### src/rtl/cpu_pkg.sv
// Shared opcode constants, sequencer states and opcode classes for the RISC control unit.
package cpu_pkg;

    localparam logic [4:0] OP_LD   = 5'b00000;
    localparam logic [4:0] OP_ST   = 5'b00010;
    localparam logic [4:0] OP_ADD  = 5'b00011;
    localparam logic [4:0] OP_SUB  = 5'b00100;
    localparam logic [4:0] OP_AND  = 5'b00101;
    localparam logic [4:0] OP_OR   = 5'b00110;
    localparam logic [4:0] OP_ADDI = 5'b01100;
    localparam logic [4:0] OP_ANDI = 5'b01101;
    localparam logic [4:0] OP_ORI  = 5'b01110;
    localparam logic [4:0] OP_IN   = 5'b10110;
    localparam logic [4:0] OP_OUT  = 5'b10111;
    localparam logic [4:0] OP_MFHI = 5'b11000;
    localparam logic [4:0] OP_MFLO = 5'b11001;
    localparam logic [4:0] OP_NOP  = 5'b11010;
    localparam logic [4:0] OP_HALT = 5'b11011;

    typedef enum logic [3:0] {
        RESET_S = 4'd0,
        T0      = 4'd1,
        T1      = 4'd2,
        T2      = 4'd3,
        T3      = 4'd4,
        T4      = 4'd5,
        T5      = 4'd6,
        T6      = 4'd7,
        T7      = 4'd8,
        HALT    = 4'd9
    } state_t;

    typedef enum logic [3:0] {
        C_ALU_R,
        C_ALU_I,
        C_LD,
        C_ST,
        C_IO_IN,
        C_IO_OUT,
        C_MFHI,
        C_MFLO,
        C_NOP,
        C_HALT
    } op_class_t;

endpackage

### src/rtl/ctrl_decode.sv
// Combinational opcode classifier; undefined opcodes fall into the NOP class.
module ctrl_decode
    import cpu_pkg::*;
(
    input  logic [4:0] opcode,
    output op_class_t  op_class
);

    always_comb begin
        op_class = C_NOP;
        case (opcode)
            OP_ADD, OP_SUB, OP_AND, OP_OR: op_class = C_ALU_R;
            OP_ADDI, OP_ANDI, OP_ORI:      op_class = C_ALU_I;
            OP_LD:                         op_class = C_LD;
            OP_ST:                         op_class = C_ST;
            OP_IN:                         op_class = C_IO_IN;
            OP_OUT:                        op_class = C_IO_OUT;
            OP_MFHI:                       op_class = C_MFHI;
            OP_MFLO:                       op_class = C_MFLO;
            OP_HALT:                       op_class = C_HALT;
            default:                       op_class = C_NOP;
        endcase
    end

endmodule

### src/rtl/control_unit.sv
// Hardwired Moore sequencer: fetch T0-T2, per-class execute T3-T7, HALT until Reset.
module control_unit
    import cpu_pkg::*;
(
    input  logic        Clock,
    input  logic        Reset,
    input  logic [31:0] IR,
    input  logic        Stop,
    output logic        Run,
    output logic        PCout,
    output logic        Zhighout,
    output logic        Zlowout,
    output logic        MDRout,
    output logic        HIout,
    output logic        LOout,
    output logic        BAout,
    output logic        InPortout,
    output logic        Cout,
    output logic        PCin,
    output logic        Zin,
    output logic        MDRin,
    output logic        MARin,
    output logic        Yin,
    output logic        HIin,
    output logic        LOin,
    output logic        IRin,
    output logic        OutPortin,
    output logic        CONin,
    output logic        Gra,
    output logic        Grb,
    output logic        Grc,
    output logic        Rin,
    output logic        Rout,
    output logic        IncPC,
    output logic        Read,
    output logic        Write
);

    state_t    state;
    state_t    next_state;
    state_t    end_state;
    op_class_t op_class;
    logic      ir_unused;

    assign ir_unused = ^IR[26:0];

    ctrl_decode u_decode (
        .opcode   (IR[31:27]),
        .op_class (op_class)
    );

    assign Zhighout = 1'b0;
    assign HIin     = 1'b0;
    assign LOin     = 1'b0;
    assign CONin    = 1'b0;

    always_ff @(posedge Clock or posedge Reset) begin
        if (Reset)
            state <= RESET_S;
        else
            state <= next_state;
    end

    // Stop only matters in an instruction's final state.
    assign end_state = Stop ? HALT : T0;

    always_comb begin
        next_state = state;
        case (state)
            RESET_S: next_state = T0;
            T0:      next_state = T1;
            T1:      next_state = T2;
            T2:      next_state = (op_class == C_NOP) ? end_state : T3;
            T3: begin
                case (op_class)
                    C_HALT:                                     next_state = HALT;
                    C_IO_IN, C_IO_OUT, C_MFHI, C_MFLO, C_NOP:   next_state = end_state;
                    default:                                    next_state = T4;
                endcase
            end
            T4:      next_state = T5;
            T5:      next_state = (op_class == C_LD || op_class == C_ST) ? T6 : end_state;
            T6:      next_state = T7;
            T7:      next_state = end_state;
            HALT:    next_state = HALT;
            default: next_state = RESET_S;
        endcase
    end

    always_comb begin
        Run       = (state != RESET_S) && (state != HALT);
        PCout     = 1'b0;
        Zlowout   = 1'b0;
        MDRout    = 1'b0;
        HIout     = 1'b0;
        LOout     = 1'b0;
        BAout     = 1'b0;
        InPortout = 1'b0;
        Cout      = 1'b0;
        PCin      = 1'b0;
        Zin       = 1'b0;
        MDRin     = 1'b0;
        MARin     = 1'b0;
        Yin       = 1'b0;
        IRin      = 1'b0;
        OutPortin = 1'b0;
        Gra       = 1'b0;
        Grb       = 1'b0;
        Grc       = 1'b0;
        Rin       = 1'b0;
        Rout      = 1'b0;
        IncPC     = 1'b0;
        Read      = 1'b0;
        Write     = 1'b0;
        case (state)
            T0: begin
                PCout = 1'b1; MARin = 1'b1; IncPC = 1'b1; Zin = 1'b1;
            end
            T1: begin
                Zlowout = 1'b1; PCin = 1'b1; Read = 1'b1; MDRin = 1'b1;
            end
            T2: begin
                MDRout = 1'b1; IRin = 1'b1;
            end
            T3: begin
                case (op_class)
                    C_ALU_R, C_ALU_I: begin Grb = 1'b1; Rout = 1'b1; Yin = 1'b1; end
                    C_LD, C_ST:       begin Grb = 1'b1; BAout = 1'b1; Yin = 1'b1; end
                    C_IO_IN:          begin InPortout = 1'b1; Gra = 1'b1; Rin = 1'b1; end
                    C_IO_OUT:         begin Gra = 1'b1; Rout = 1'b1; OutPortin = 1'b1; end
                    C_MFHI:           begin HIout = 1'b1; Gra = 1'b1; Rin = 1'b1; end
                    C_MFLO:           begin LOout = 1'b1; Gra = 1'b1; Rin = 1'b1; end
                    default: ;
                endcase
            end
            T4: begin
                case (op_class)
                    C_ALU_R:                begin Grc = 1'b1; Rout = 1'b1; Zin = 1'b1; end
                    C_ALU_I, C_LD, C_ST:    begin Cout = 1'b1; Zin = 1'b1; end
                    default: ;
                endcase
            end
            T5: begin
                case (op_class)
                    C_ALU_R, C_ALU_I: begin Zlowout = 1'b1; Gra = 1'b1; Rin = 1'b1; end
                    C_LD, C_ST:       begin Zlowout = 1'b1; MARin = 1'b1; end
                    default: ;
                endcase
            end
            T6: begin
                case (op_class)
                    C_LD:    begin Read = 1'b1; MDRin = 1'b1; end
                    C_ST:    begin Gra = 1'b1; Rout = 1'b1; MDRin = 1'b1; end
                    default: ;
                endcase
            end
            T7: begin
                case (op_class)
                    C_LD:    begin MDRout = 1'b1; Gra = 1'b1; Rin = 1'b1; end
                    C_ST:    Write = 1'b1;
                    default: ;
                endcase
            end
            default: ;
        endcase
    end

endmodule

### config.mk
export PLATFORM = sky130hd
export DESIGN_NAME = control_unit
export DESIGN_NICKNAME = d
export VERILOG_FILES = /design/src/rtl/cpu_pkg.sv /design/src/rtl/ctrl_decode.sv /design/src/rtl/control_unit.sv
export SDC_FILE = /design/constraint.sdc
export NUM_CORES = 1
export LEC_CHECK = 0
export ABC_AREA = 1
export ABC_CLOCK_PERIOD_IN_PS = 3000
export CAP_MARGIN = 25
export CORE_MARGIN = 5
export CORE_UTILIZATION = 30
export CTS_CLUSTER_SIZE = 30
export DETAILED_ROUTE_END_ITERATION = 12
export PLACE_DENSITY = 0.88
export SLEW_MARGIN = 40
export SYNTH_ARGS = -nofsm -noshare
export SYNTH_HDL_FRONTEND = slang
export SYNTH_HIERARCHICAL = 1
export SYNTH_SLANG_ARGS = --single-unit
### constraint.sdc
create_clock -name Clock -period 3 [get_ports Clock]
set_clock_uncertainty 0.2 [all_clocks]
set_input_delay 0.3 -clock Clock [delete_from_list [all_inputs] [get_ports Clock]]
set_output_delay 0.3 -clock Clock [all_outputs]
set_load 0.1 [all_outputs]
Word-level counts from Yosys, hierarchy flattened
Memory sizes are Yosys's and may differ from the RTL's.
Cells that the tools add are included.

word-level totals
  register bits = 4
  ROM bits = 128
  bits of input ports = 35
  output and inout bits = 28
  word-level logic and storage cells = 74
  memories kept = 1

memories
  memory           depth  width  read ports  clocked after memory_dff  write ports  RTL line           RTL
  (no name shown)  32     4      1           0                         0            ctrl_decode.sv:11  case (opcode)

cells by class
  equality and inequality tests = 19
  mux-type cells = 40
  reductions and logical operators = 13

operator list
  operator              count
  $pmux W4 S10          1
  $eq A4 B3 Y1 const B  8
  $mux W1               26
  $eq A4 B2 Y1 const B  4
  $eq A4 B4 Y1 const B  4
  $mux W4               3
  $pmux W1 S2           6
  $reduce_or A3 Y1      3
  $eq A4 B1 Y1 const B  2
  $logic_not A4 Y1      2
  $pmux W4 S2           1
  $reduce_or A4 Y1      2
  $pmux W1 S3           2
  $reduce_or A5 Y1      1
  $ne A4 B4 Y1 const B  1
  $pmux W1 S4           1
  $reduce_bool A4 Y1    1
  $reduce_or A2 Y1      2
  $logic_and A1 B1 Y1   1
  $logic_or A1 B1 Y1    1

Longest topological paths before layout
An unclocked memory read counts as a cell.

  depth in word-level cells = 5
  mapped depth = 15
  gate-level depth less buffers = 15

Hierarchy
Netlist, hierarchy kept.

modules (own cells, without submodules)
  module        instances  cells an instance  area an instance (um2)  sequential area each (um2)
  control_unit  1          103                545.5                   100.1
  ctrl_decode   1          29                 122.6                   0.0

Least setup slack after synthesis
No wires, ideal clock.

  path kind = register -> output
  start point = register state[2]
  end point = output port Read
  data arrival time = 3,132 ps
  required time = 2,500 ps
  setup slack = -632 ps
  stages on the path, launching flop included = 6
  buffers on the path = 0
  cells stage by stage = dfrtp_1 > inv_1 > nand2_1 > nor2_1 > inv_1 > o21ai_1

between the ends
  longest elaborated chain between the ends = 2
  elaborated cells between the ends (all ways) = 3
  those cells by class = eq/ne: 2; mux: 1

ends and longest elaborated chain
  element                                       RTL line             RTL
  start, declared                               control_unit.sv:39   state_t state;
  start signal, assigned                        control_unit.sv:61   state <= next_state;
  $eq A4 B3 Y1 or $eq A4 B2 Y1 (tied branches)  control_unit.sv:115  case (state)
  $pmux W1 S2 (*)                               control_unit.sv:115
  end, declared                                 control_unit.sv:35   output logic Read,

Mark *: on every way between the ends. The rest lies on a longest branch, timed or not.

Worst setup path in the final report
  start point = input port IR[29]
  end point = output port Cout

between the ends
  longest elaborated chain between the ends = 5
  elaborated cells between the ends (all ways) = 7
  those cells by class = eq/ne: 3; mux: 2; reduce/logical: 1; memory: 1

ends and longest elaborated chain
  element                                       RTL line             RTL
  start, declared                               control_unit.sv:7    input logic [31:0] IR,
  $mem_v2 Z32 W4 (*)                            --
  via op_class[3]                               control_unit.sv:42   op_class_t op_class;
  $eq A4 B2 Y1 or $eq A4 B1 Y1 (tied branches)  control_unit.sv:137  case (op_class)
  $reduce_or A3 Y1 (*)                          control_unit.sv:137
  $mux W1 (*)                                   control_unit.sv:137
  $mux W1 (*)                                   control_unit.sv:115
  end, declared                                 control_unit.sv:18   output logic Cout,

The timed path passes the listed nets; every way through them passes the cells marked *.

==> run metrics <==
status completed; P_int a little over 0.0004 W; Num CTS Buffers 3; crit-path leading delay family buffers and inverters; vias in the first global route 801; Critical path buffers and inverters 5; Routed WL 2010 µm; power share of the clock group 0.051; grt ovf 0; RSZ-0062 raised after global routing false; Worst Setup Path Type primary input to primary output; Layout area overhead 81.5%; r2r setup slk 1.62 ns; Antenna Nets Post-Route 0; DRC Markers 0; Post-Layout Cell Count 192; # fillers approximately 220; sequential area share after synthesis 0.150; routability cong. ~0.81; Sw Pwr 0.000882 W; maximum root-to-sink buffer count 2; fin. max-slew vios 0; Hold Crit Class primary input to asynchronous set/reset pin; peak fanout along the critical path 4; Final HPWL DP 1740 µm; critical path's slowest cell clkdlybuf4s50_1; Starting DRT DRC Count 37; Vias 886; PwrDens 1070 nW/µm²; GRT Total Usage 0.123; hold_buf cts 0; Yosys reg bits 4; nets 201; leakage power 0.636 nW; CTS tree built; Syn Std Cell Area 668 µm²; setup ws final 0.308 ns; average cell area after synthesis just over 5 µm²; Final setup viols 0; cell taking the most area after synthesis nand2_1; Critical Path Sink Type primary output; clock root cell clkbuf_4; final hold vios 0; Die H 57.2 µm; Worst VDD drop 0.000863 V; largest net degree at the start of global routing 7; max_cap viols 0; Post-synth top flop dfrtp_1; row count 17; Initial Utilization 0.308; Tcrit/Tclk final 0.897; Distinct cells, synth 18; max reg flops 4; DP Cell Count 189; # clock sinks 4; Post-Synthesis Cells around 130; Vias/cell 4.61; Arrival @ worst endpoint approximately 2.2 ns; multi-input logic area 458 µm²; Max stage delay on crit path about 0.52 ns; yosys warns 6; Worst-Skew Late Latency ~0.23 ns; IO Count 63; WL per Instance 10.5 µm; fin crit period 2.69 ns; number of H-tree levels 1; switching share of power 0.681; Sequential Area 100 µm²; power share of the combinational group 0.871; initial antenna violation count 0; ant diodes 0; Worst Path Required roughly 2.5 ns; Core Area 2170 µm²; main area contributors after synthesis nand2_1 (24%), dfrtp_1 (15%), inv_1 (13%); Port-buffer cells 31; CP cell instances clkdlybuf4s50_1 > nand2_1 > o21ai_2 > nand2_1 > nand2_1 > inv_1 > nor2_2 > inv_1 > nor2_1 > inv_1 > nor2_1 > buf_12; Regs by FF count state x4; layout cells sized above 1 0.274; Synth top cells by count nand2_1 (43), inv_1 (24), nor2_1 (19); CP startpoint kind primary input; Fmax 0.371 GHz; clock-pin slew on the worst setup and hold paths 0.04 ns; async set-reset flop share out of synthesis 1.00; top-count cell post-synth nand2_1; Largest Register state; Yosys top cell area share 0.242; EDFF count, synth 0; part of the power in registers 0.077; die footprint about 3300 µm²; dpl ws around 0.25 ns; TritonRoute pass-1 iters 5; Die X 57.2 µm; first-pass GRT wire length around 3300 µm
## worst register-to-register path: cells and delay by family (launching register included)
family / cells / cell delay (ns)
AND/OR/NAND/NOR: 5 / 0.68
flip-flops: 1 / 0.43
## metrics by stage
stage / util / hold WS [ns] / setup TNS, ns / power, W / area, µm²
6_report: 0.559 / 0.0507 / 0 / 0.00130 / 1210
5_1_grt: 0.559 / 0.0707 / 0 / 0.00135 / 1210
4_1_cts: 0.558 / 0.0487 / 0 / 0.00130 / 1210
3_5_place_dp: 0.547 / 0.295 / 0 / 0.00123 / 1190
3_3_place_gp: 0.547 / 0.291 / 0 / 0.00122 / 1190
2_1_floorplan: - / -0.134 / -0.106 / 0.000921 / 702
## repair_timing
action                     CTS  global route
setup endpoints to repair    0             1
buffers inserted             0             0
resized for setup            0             1
## cell families (layout without fill, tap and decap cells)
| kind of cell | after synthesis | in the layout | synth area share |
|---|---|---|---|
| and+or+nand+nor | 84 | 84 | 0.532 |
| buffers and inverters | 33 | 62 | 0.219 |
| AOI/OAI and AO/OA | 10 | 10 | 0.0936 |
| DFF | 4 | 4 | 0.150 |
| other | 1 | 4 | 0.00561 |
## layout by cell type, fill, tap and decap left out
cell,synthesis,final
clkdlybuf4s50_1,0,7
clkbuf_4,0,3
a21oi_1,2,2
o22ai_1,2,2
nand3_1,9,9
inv_1,24,24
conb_1,1,4
buf_12,0,19
o21ai_2,2,2
buf_4,6,6
nand4_1,4,4
o21ai_1,1,1
nor2_1,19,15
o21ai_0,1,1
nor2_4,0,1
nand2_2,2,2
dfrtp_1,4,4
nor3_2,0,2
inv_2,3,3
nor2_2,4,7
nor3_1,3,1
nand2_1,43,43
a31oi_1,2,2
## power groups by stage
stage / registers, W / clock network (W) / logic, W
after floorplan: 0.0000938 / 0 / 0.000827
after global placement: 0.0000989 / 0 / 0.00112
after detailed placement: 0.0000995 / 0 / 0.00113
after CTS: 0.0000986 / 0.0000708 / 0.00113
after global routing: 0.000102 / 0.0000760 / 0.00117
final: 0.000100 / 0.0000665 / 0.00113
## cell type report
type | count | area share
Clock buffer | 3 | 0.0186
Tap cell | 28 | 0.0289
Inverter | 27 | 0.0836
Sequential cell | 4 | 0.0826
Timing Repair Buffer | 32 | 0.409
Multi-Input combinational cell | 98 | 0.378
## final timing paths
path                          start       end  cells after the start
setup / recovery             IR[29]      Cout                     12
setup reg to reg           state[0]  state[3]                      5
hold reg to reg            state[0]  state[0]                      1
max in group asynchronous     Reset  state[1]                      2
min in group Clock         state[0]  state[0]                      1
hold / removal                Reset  state[2]                      2
## layer usage
layer  global-route usage  routed length (µm)
met3               0.0362                 185
met2                0.210                1010
met1                0.158                 810
met5                    0                   0
met4              0.00993                   0
Power figures use the tool's default switching activity.
